<file path="src/rtl/lit_branch_decoder.sv">
// lit_branch_decoder: Q-phase sequencer and decoder for the literal and
// control-flow instruction groups of a PIC16F-style core.
//
// Ports:
//   clk, rst          core clock, synchronous active-high reset
//   instr_current     instruction register contents (14 bits)
//   hold              freezes the sequencer and masks all enables
//   q_count           current Q phase (0..3)
//   alu_sel_l, alu_op ALU operand select and operation
//   alu_status_wr_en  Z/C/DC write enable
//   w_reg_wr_en       W register write enable
//   instr_rd_en       instruction fetch from mem[PC]
//   incr_pc_en        PC increment
//   pc_load_en        PC load (literal target or stack top)
//   pc_src            0 = literal target, 1 = stack
//   stack_push_en     push current PC
//   stack_pop_en      pop stack
//   flush_active      current cycle is a forced NOP
//   illegal_instr     instr_current matches no supported encoding
module lit_branch_decoder #(
    parameter int ALU_OP_WIDTH = 4,
    parameter bit RESET_FLUSH  = 1'b1
) (
    input  logic                    clk,
    input  logic                    rst,
    input  logic [13:0]             instr_current,
    input  logic                    hold,
    output logic [1:0]              q_count,
    output logic                    alu_sel_l,
    output logic [ALU_OP_WIDTH-1:0] alu_op,
    output logic                    alu_status_wr_en,
    output logic                    w_reg_wr_en,
    output logic                    instr_rd_en,
    output logic                    incr_pc_en,
    output logic                    pc_load_en,
    output logic                    pc_src,
    output logic                    stack_push_en,
    output logic                    stack_pop_en,
    output logic                    flush_active,
    output logic                    illegal_instr
);

    localparam logic [ALU_OP_WIDTH-1:0] ALU_OP_PASSLF = ALU_OP_WIDTH'(0);
    localparam logic [ALU_OP_WIDTH-1:0] ALU_OP_ADD    = ALU_OP_WIDTH'(1);
    localparam logic [ALU_OP_WIDTH-1:0] ALU_OP_SUB    = ALU_OP_WIDTH'(2);
    localparam logic [ALU_OP_WIDTH-1:0] ALU_OP_AND    = ALU_OP_WIDTH'(3);
    localparam logic [ALU_OP_WIDTH-1:0] ALU_OP_IOR    = ALU_OP_WIDTH'(4);
    localparam logic [ALU_OP_WIDTH-1:0] ALU_OP_XOR    = ALU_OP_WIDTH'(5);

    logic [1:0] q;
    logic       flush;

    logic is_nop, is_ret, is_movlw, is_retlw, is_iorlw, is_andlw;
    logic is_xorlw, is_sublw, is_addlw, is_call, is_goto;
    logic exec, act, q1, q3, lit, arith, branch, pops, known;

    // Opcode field matches; the groups are mutually exclusive.
    always_comb begin
        is_nop   = (instr_current[13:7] == 7'd0) && (instr_current[4:0] == 5'd0);
        is_ret   = (instr_current == 14'h0008);
        is_movlw = (instr_current[13:10] == 4'b1100);
        is_retlw = (instr_current[13:10] == 4'b1101);
        is_iorlw = (instr_current[13:8] == 6'b111000);
        is_andlw = (instr_current[13:8] == 6'b111001);
        is_xorlw = (instr_current[13:8] == 6'b111010);
        is_sublw = (instr_current[13:9] == 5'b11110);
        is_addlw = (instr_current[13:9] == 5'b11111);
        is_call  = (instr_current[13:11] == 3'b100);
        is_goto  = (instr_current[13:11] == 3'b101);
    end

    always_comb begin
        // A flush cycle discards instr_current entirely.
        exec   = !flush;
        act    = !rst && !hold;
        q1     = (q == 2'd1);
        q3     = (q == 2'd3);
        arith  = exec && (is_iorlw || is_andlw || is_xorlw || is_sublw || is_addlw);
        lit    = arith || (exec && (is_movlw || is_retlw));
        pops   = exec && (is_ret || is_retlw);
        branch = pops || (exec && (is_call || is_goto));
        known  = is_nop || is_ret || is_movlw || is_retlw || is_iorlw
              || is_andlw || is_xorlw || is_sublw || is_addlw
              || is_call || is_goto;
    end

    always_comb begin
        alu_op = ALU_OP_PASSLF;
        if (exec) begin
            unique case (1'b1)
                is_addlw: alu_op = ALU_OP_ADD;
                is_sublw: alu_op = ALU_OP_SUB;
                is_andlw: alu_op = ALU_OP_AND;
                is_iorlw: alu_op = ALU_OP_IOR;
                is_xorlw: alu_op = ALU_OP_XOR;
                default:  alu_op = ALU_OP_PASSLF;
            endcase
        end
    end

    always_comb begin
        q_count          = q;
        flush_active     = flush;
        alu_sel_l        = act && q1 && lit;
        w_reg_wr_en      = act && q1 && lit;
        alu_status_wr_en = act && q1 && arith;
        instr_rd_en      = act && q3;
        pc_load_en       = act && q3 && branch;
        incr_pc_en       = act && q3 && !branch;
        pc_src           = pops;
        stack_push_en    = act && q3 && exec && is_call;
        stack_pop_en     = act && q3 && pops;
        illegal_instr    = exec && !known;
    end

    // The word fetched on a loading Q3 is stale, so the next cycle flushes.
    always_ff @(posedge clk) begin
        if (rst) begin
            q     <= 2'd0;
            flush <= RESET_FLUSH;
        end else if (!hold) begin
            q <= q + 2'd1;
            if (q3) begin
                flush <= pc_load_en;
            end
        end
    end

endmodule

</file>
<file path="config.mk">
export PLATFORM = sky130hd
export DESIGN_NAME = lit_branch_decoder
export DESIGN_NICKNAME = d
export VERILOG_FILES = /design/src/rtl/lit_branch_decoder.sv
export SDC_FILE = /design/constraint.sdc
export NUM_CORES = 1
export LEC_CHECK = 0
export BUFFER_PORTS_ARGS = -buffer_cell sky130_fd_sc_hd__buf_2
export CAP_MARGIN = 20
export CORE_AREA = 2 2 39 41
export CTS_CLUSTER_SIZE = 16
export DETAILED_ROUTE_END_ITERATION = 7
export DIE_AREA = 0 0 41 43
export PLACE_DENSITY_LB_ADDON = 0.3
export SETUP_SLACK_MARGIN = 0.02
export SYNTH_ARGS = -nofsm -noshare
export SYNTH_HDL_FRONTEND = slang
export SYNTH_SLANG_ARGS = --single-unit
</file>
<file path="constraint.sdc">
create_clock -name clk -period 1.4 [get_ports clk]
set_clock_uncertainty 0.1 [all_clocks]
set_input_delay 0.14 -clock clk [delete_from_list [all_inputs] [get_ports clk]]
set_output_delay 0.14 -clock clk [all_outputs]
set_load 0.05 [all_outputs]
</file>
==> impl_table.tex <==
\begin{tabular}{lr}
\hline
Metric & Value \\
\hline
\multicolumn{2}{l}{\textbf{Worst setup path}} \\
Cell family with most CP delay & flip-flops \\
Depth of the worst register-to-register path & 6 \\
Crit path to & stack\_pop\_en \\
Number of buffers and inverters on the critical path & 2 \\
Crit Reg-Reg Startpoint & q\_count[0] \\
CP max FO & 5 \\
Critical Path, Cell by Cell & ha\_1, nand2\_2, buf\_12, a211oi\_4, buf\_6 \\
Worst endpoint required time & approximately 1.2 ns \\
Crit Reg-Reg Endpoint & flush\_active \\
Critical Path AT & 1.36 ns \\
Nature of the critical path endpoint & output port \\
Critical path depth & 5 \\
R2r setup slk & 0.07 ns \\
Crit-path max cell delay & 0.36 ns \\
Critical path's slowest cell & sky130\_fd\_sc\_hd\_\_dfxtp\_4 \\
Worst Setup Path Type & reg2out \\
First element of the critical path & q\_count[0] \\
Type of element launching the critical path & register \\
\multicolumn{2}{l}{\textbf{Timing}} \\
Setup repair after global routing missed its margin & true \\
Shortest period the worst path allows & 1.600 ns \\
Number of max-slew violations in the final report & 0 \\
Final-report hold violation count & 0 \\
Worst setup slack after layout & -0.1995 ns \\
Number of failing setup endpoints in the final timing report & 11 \\
Max Fclk & roughly 630 MHz \\
Share of the clock period used by the worst path & 1.143 \\
\multicolumn{2}{l}{\textbf{Route}} \\
Drt drc & 0 \\
Number of vias per cell & 4.697 \\
Overall via count from detail\_route & 559 \\
Remaining antenna violation count after routing & 0 \\
Total length of routed wires & 1292 um \\
Detailed-route wire length per cell & between 10 and 15 um \\
Drt initial violations & 0 \\
First-pass detailed-route iteration total & 1 \\
\multicolumn{2}{l}{\textbf{Run}} \\
Max-cap violations & 0 \\
\multicolumn{2}{l}{\textbf{Synthesis}} \\
FFs w/ async S/R, synth & 0 \\
Number of standard cells after synthesis & 51 \\
Main flop type after synthesis & sky130\_fd\_sc\_hd\_\_dfxtp\_1 \\
Leading cell type by number of instances after synthesis & sky130\_fd\_sc\_hd\_\_nor2\_1 \\
Count of flip-flops with a built-in enable after synthesis & 0 \\
Cell taking the most area after synthesis & sky130\_fd\_sc\_hd\_\_dfxtp\_1 \\
Part of the Yosys area used for sequential elements & 0.1584 \\
Distinct cell type count of the synthesized netlist & 30 \\
Syn\_nets & 70 \\
Synth Cell Area & about 380 um2 \\
Seq cells post-synth & 3 \\
Synth top cells by count & sky130\_fd\_sc\_hd\_\_nor2\_1 (8), sky130\_fd\_sc\_hd\_\_a21oi\_1 (4), sky130\_fd\_sc\_hd\_\_nor3\_1 (4) \\
Largest cells by area after synthesis & sky130\_fd\_sc\_hd\_\_dfxtp\_1 (16\%), sky130\_fd\_sc\_hd\_\_nor2\_1 (7.9\%), sky130\_fd\_sc\_hd\_\_ha\_1 (6.6\%), sky130\_fd\_sc\_hd\_\_a31oi\_4 (5.6\%), sky130\_fd\_sc\_hd\_\_a21oi\_1 (5.3\%) \\
Count of warnings emitted by yosys & 0 \\
Synthesized area per cell & 7.434 um2 \\
Fraction of post-synthesis cell area in the top cell type by area & 0.1584 \\
\multicolumn{2}{l}{\textbf{Clock network}} \\
\# hold bufs at CTS & 0 \\
Number of sinks on the clock net & 3 \\
TritonCTS clock tree & built \\
Clock tree root buffer cell & sky130\_fd\_sc\_hd\_\_clkbuf\_4 \\
Post-CTS repair timing setup buffer count & 0 \\
Clock slew seen by the registers of the worst setup and hold paths & 0.03 ns \\
Clock latency of the later-clocked register in the worst-skew pair & approximately 0.23 ns \\
Number of H-tree levels & 1 \\
Number of clock buffers inserted by TritonCTS & 3 \\
Maximum count of clock buffers along a single path & 2 \\
\multicolumn{2}{l}{\textbf{Place}} \\
Last weighted congestion value of the routability-driven placer & 0.6815 \\
Detail Placement HPWL & around 1100 um \\
\# port buffers & 32 \\
Cell total after placement & between 100 and 150 \\
Worst setup slack after placement & -0.2314 ns \\
\multicolumn{2}{l}{\textbf{Global route}} \\
Number of antenna violations at the first check in global routing & 0 \\
Maximum number of pins on one net before global-route repair & 8 \\
Wire length of the first global-routing pass & 2221 um \\
Number of global-route vias before repair & 576 \\
Global route overflow & 0 \\
Routing usage on met1 & 0.1905 \\
Top Usage Layer GRT & met2 \\
Fraction of met2 tracks used by global routing & 0.3188 \\
Met3 layer usage reported by global route & 0.01571 \\
Overall routing resource usage & 0.1800 \\
\multicolumn{2}{l}{\textbf{Layout}} \\
Final \#Nets & roughly 120 \\
Share of post-route cells with drive strength above 1 & 0.7767 \\
Antenna diode count & 0 \\
Layout overhead on the synthesized area & 158.1\% \\
Cell Count, Final, Fillers Out & about 120 \\
\multicolumn{2}{l}{\textbf{Floorplan}} \\
Total die area & roughly 0.0018 mm2 \\
Number of top-level pins & 34 \\
Initial Utilization & 0.2740 \\
Die X & 41 um \\
Placement Rows & 14 \\
Chip Height & around 43 um \\
Core outline area & roughly 0.0014 mm2 \\
\multicolumn{2}{l}{\textbf{Power}} \\
Total power draw & approximately 430 uW \\
IR Drop Worst-Case VDD & between 0.2 and 0.25 mV \\
Power Dens Cells & 439.2 mW/mm2 \\
Static leakage & $\sim$0.42 nW \\
\multicolumn{2}{l}{\textbf{Run status}} \\
Failing checks & setup timing \\
Result of the run & finished with violations \\
\multicolumn{2}{l}{\textbf{Min path}} \\
Hold crit path type & in2reg \\
\hline
\end{tabular}
-- worst reg2reg max path: cells and delay by family (launching register included) --
family / cells / cell delay [ns]
adders and majority gates: 1 / 0.17
buffers and inverters: 2 / 0.27
and+or+nand+nor: 1 / 0.06
DFF: 1 / 0.36
AOI/OAI and AO/OA: 2 / 0.25
-- sequential cells by signal, summed over array words and instances (netlist names) --
signal	flops
flush_active	1
q_count	2
-- final cells by class --
| type | instances | area (um2) |
|---|---|---|
| clock buffer | 4 | 26.28 |
| fill | 110 | 405.4 |
| inverter | 2 | 11.26 |
| tap | 16 | 20.02 |
| timing repair buffer | 51 | 410.4 |
| multi-input combinational | 43 | 441.7 |
| sequential | 3 | 68.82 |
-- routing by layer --
layer	part of all wire	routed length, um
met5	0	0
met4	0	0
met3	0.035	45
met2	0.60	777
met1	0.36	469
-- how the worst min path moves through the flow --
stage,start,endpoint,cells after the start
floorplan,rst,q_count[0],1
global placement,rst,q_count[0],3
detailed placement,rst,q_count[0],3
CTS,rst,q_count[0],3
global route,rst,q_count[1],3
finish,rst,q_count[0],3
-- cells in the final DEF, fill, tap and decap left out, types with 2 or more instances in the layout --
master,instances
sky130_fd_sc_hd__a21oi_1,2
sky130_fd_sc_hd__buf_6,12
sky130_fd_sc_hd__nor3_4,3
sky130_fd_sc_hd__clkbuf_4,3
sky130_fd_sc_hd__buf_2,18
sky130_fd_sc_hd__buf_4,18
sky130_fd_sc_hd__dfxtp_4,2
sky130_fd_sc_hd__a21oi_2,2
sky130_fd_sc_hd__nand2_1,2
sky130_fd_sc_hd__nor2_1,7
sky130_fd_sc_hd__buf_8,2
-- power by group --
group / switching (mW) / internal, mW
registers: 0.00812 / 0.0910
clock network: 0.0434 / 0.107
logic: 0.101 / 0.0798
total: 0.152 / 0.278
-- cell families after synthesis --
| logic type | after synthesis | share of synthesized area |
|---|---|---|
| fa+ha+maj | 2 | 0.06600 |
| compound gates | 12 | 0.2607 |
| simple gates | 26 | 0.3895 |
| other cells | 1 | 0.009891 |
| xor+xnor | 2 | 0.04621 |
| flops | 3 | 0.1584 |
| buf+inv | 5 | 0.06929 |
-- metrics by stage --
stage,setup TNS [ns],util,instance area [um2],hold WS [ns]
after floorplan,-3.676,-,523.0,0.1027
after global placement,-1.121,0.5886,814.5,0.3123
after detailed placement,-1.264,0.5886,814.5,0.3215
after CTS,-1.312,0.6953,962.2,0.08032
after global routing,-1.833,0.7071,978.4,0.1122
final,-1.170,0.7071,978.4,0.09059
-- what timing repair did --
action | in CTS | in global routing
hold endpoints to repair | 0 | 0
pin swaps | 3 | 1
setup endpoints to repair | 13 | 13
gates resized for setup | 35 | 4
No activity file was read; power rests on OpenSTA's default activity.
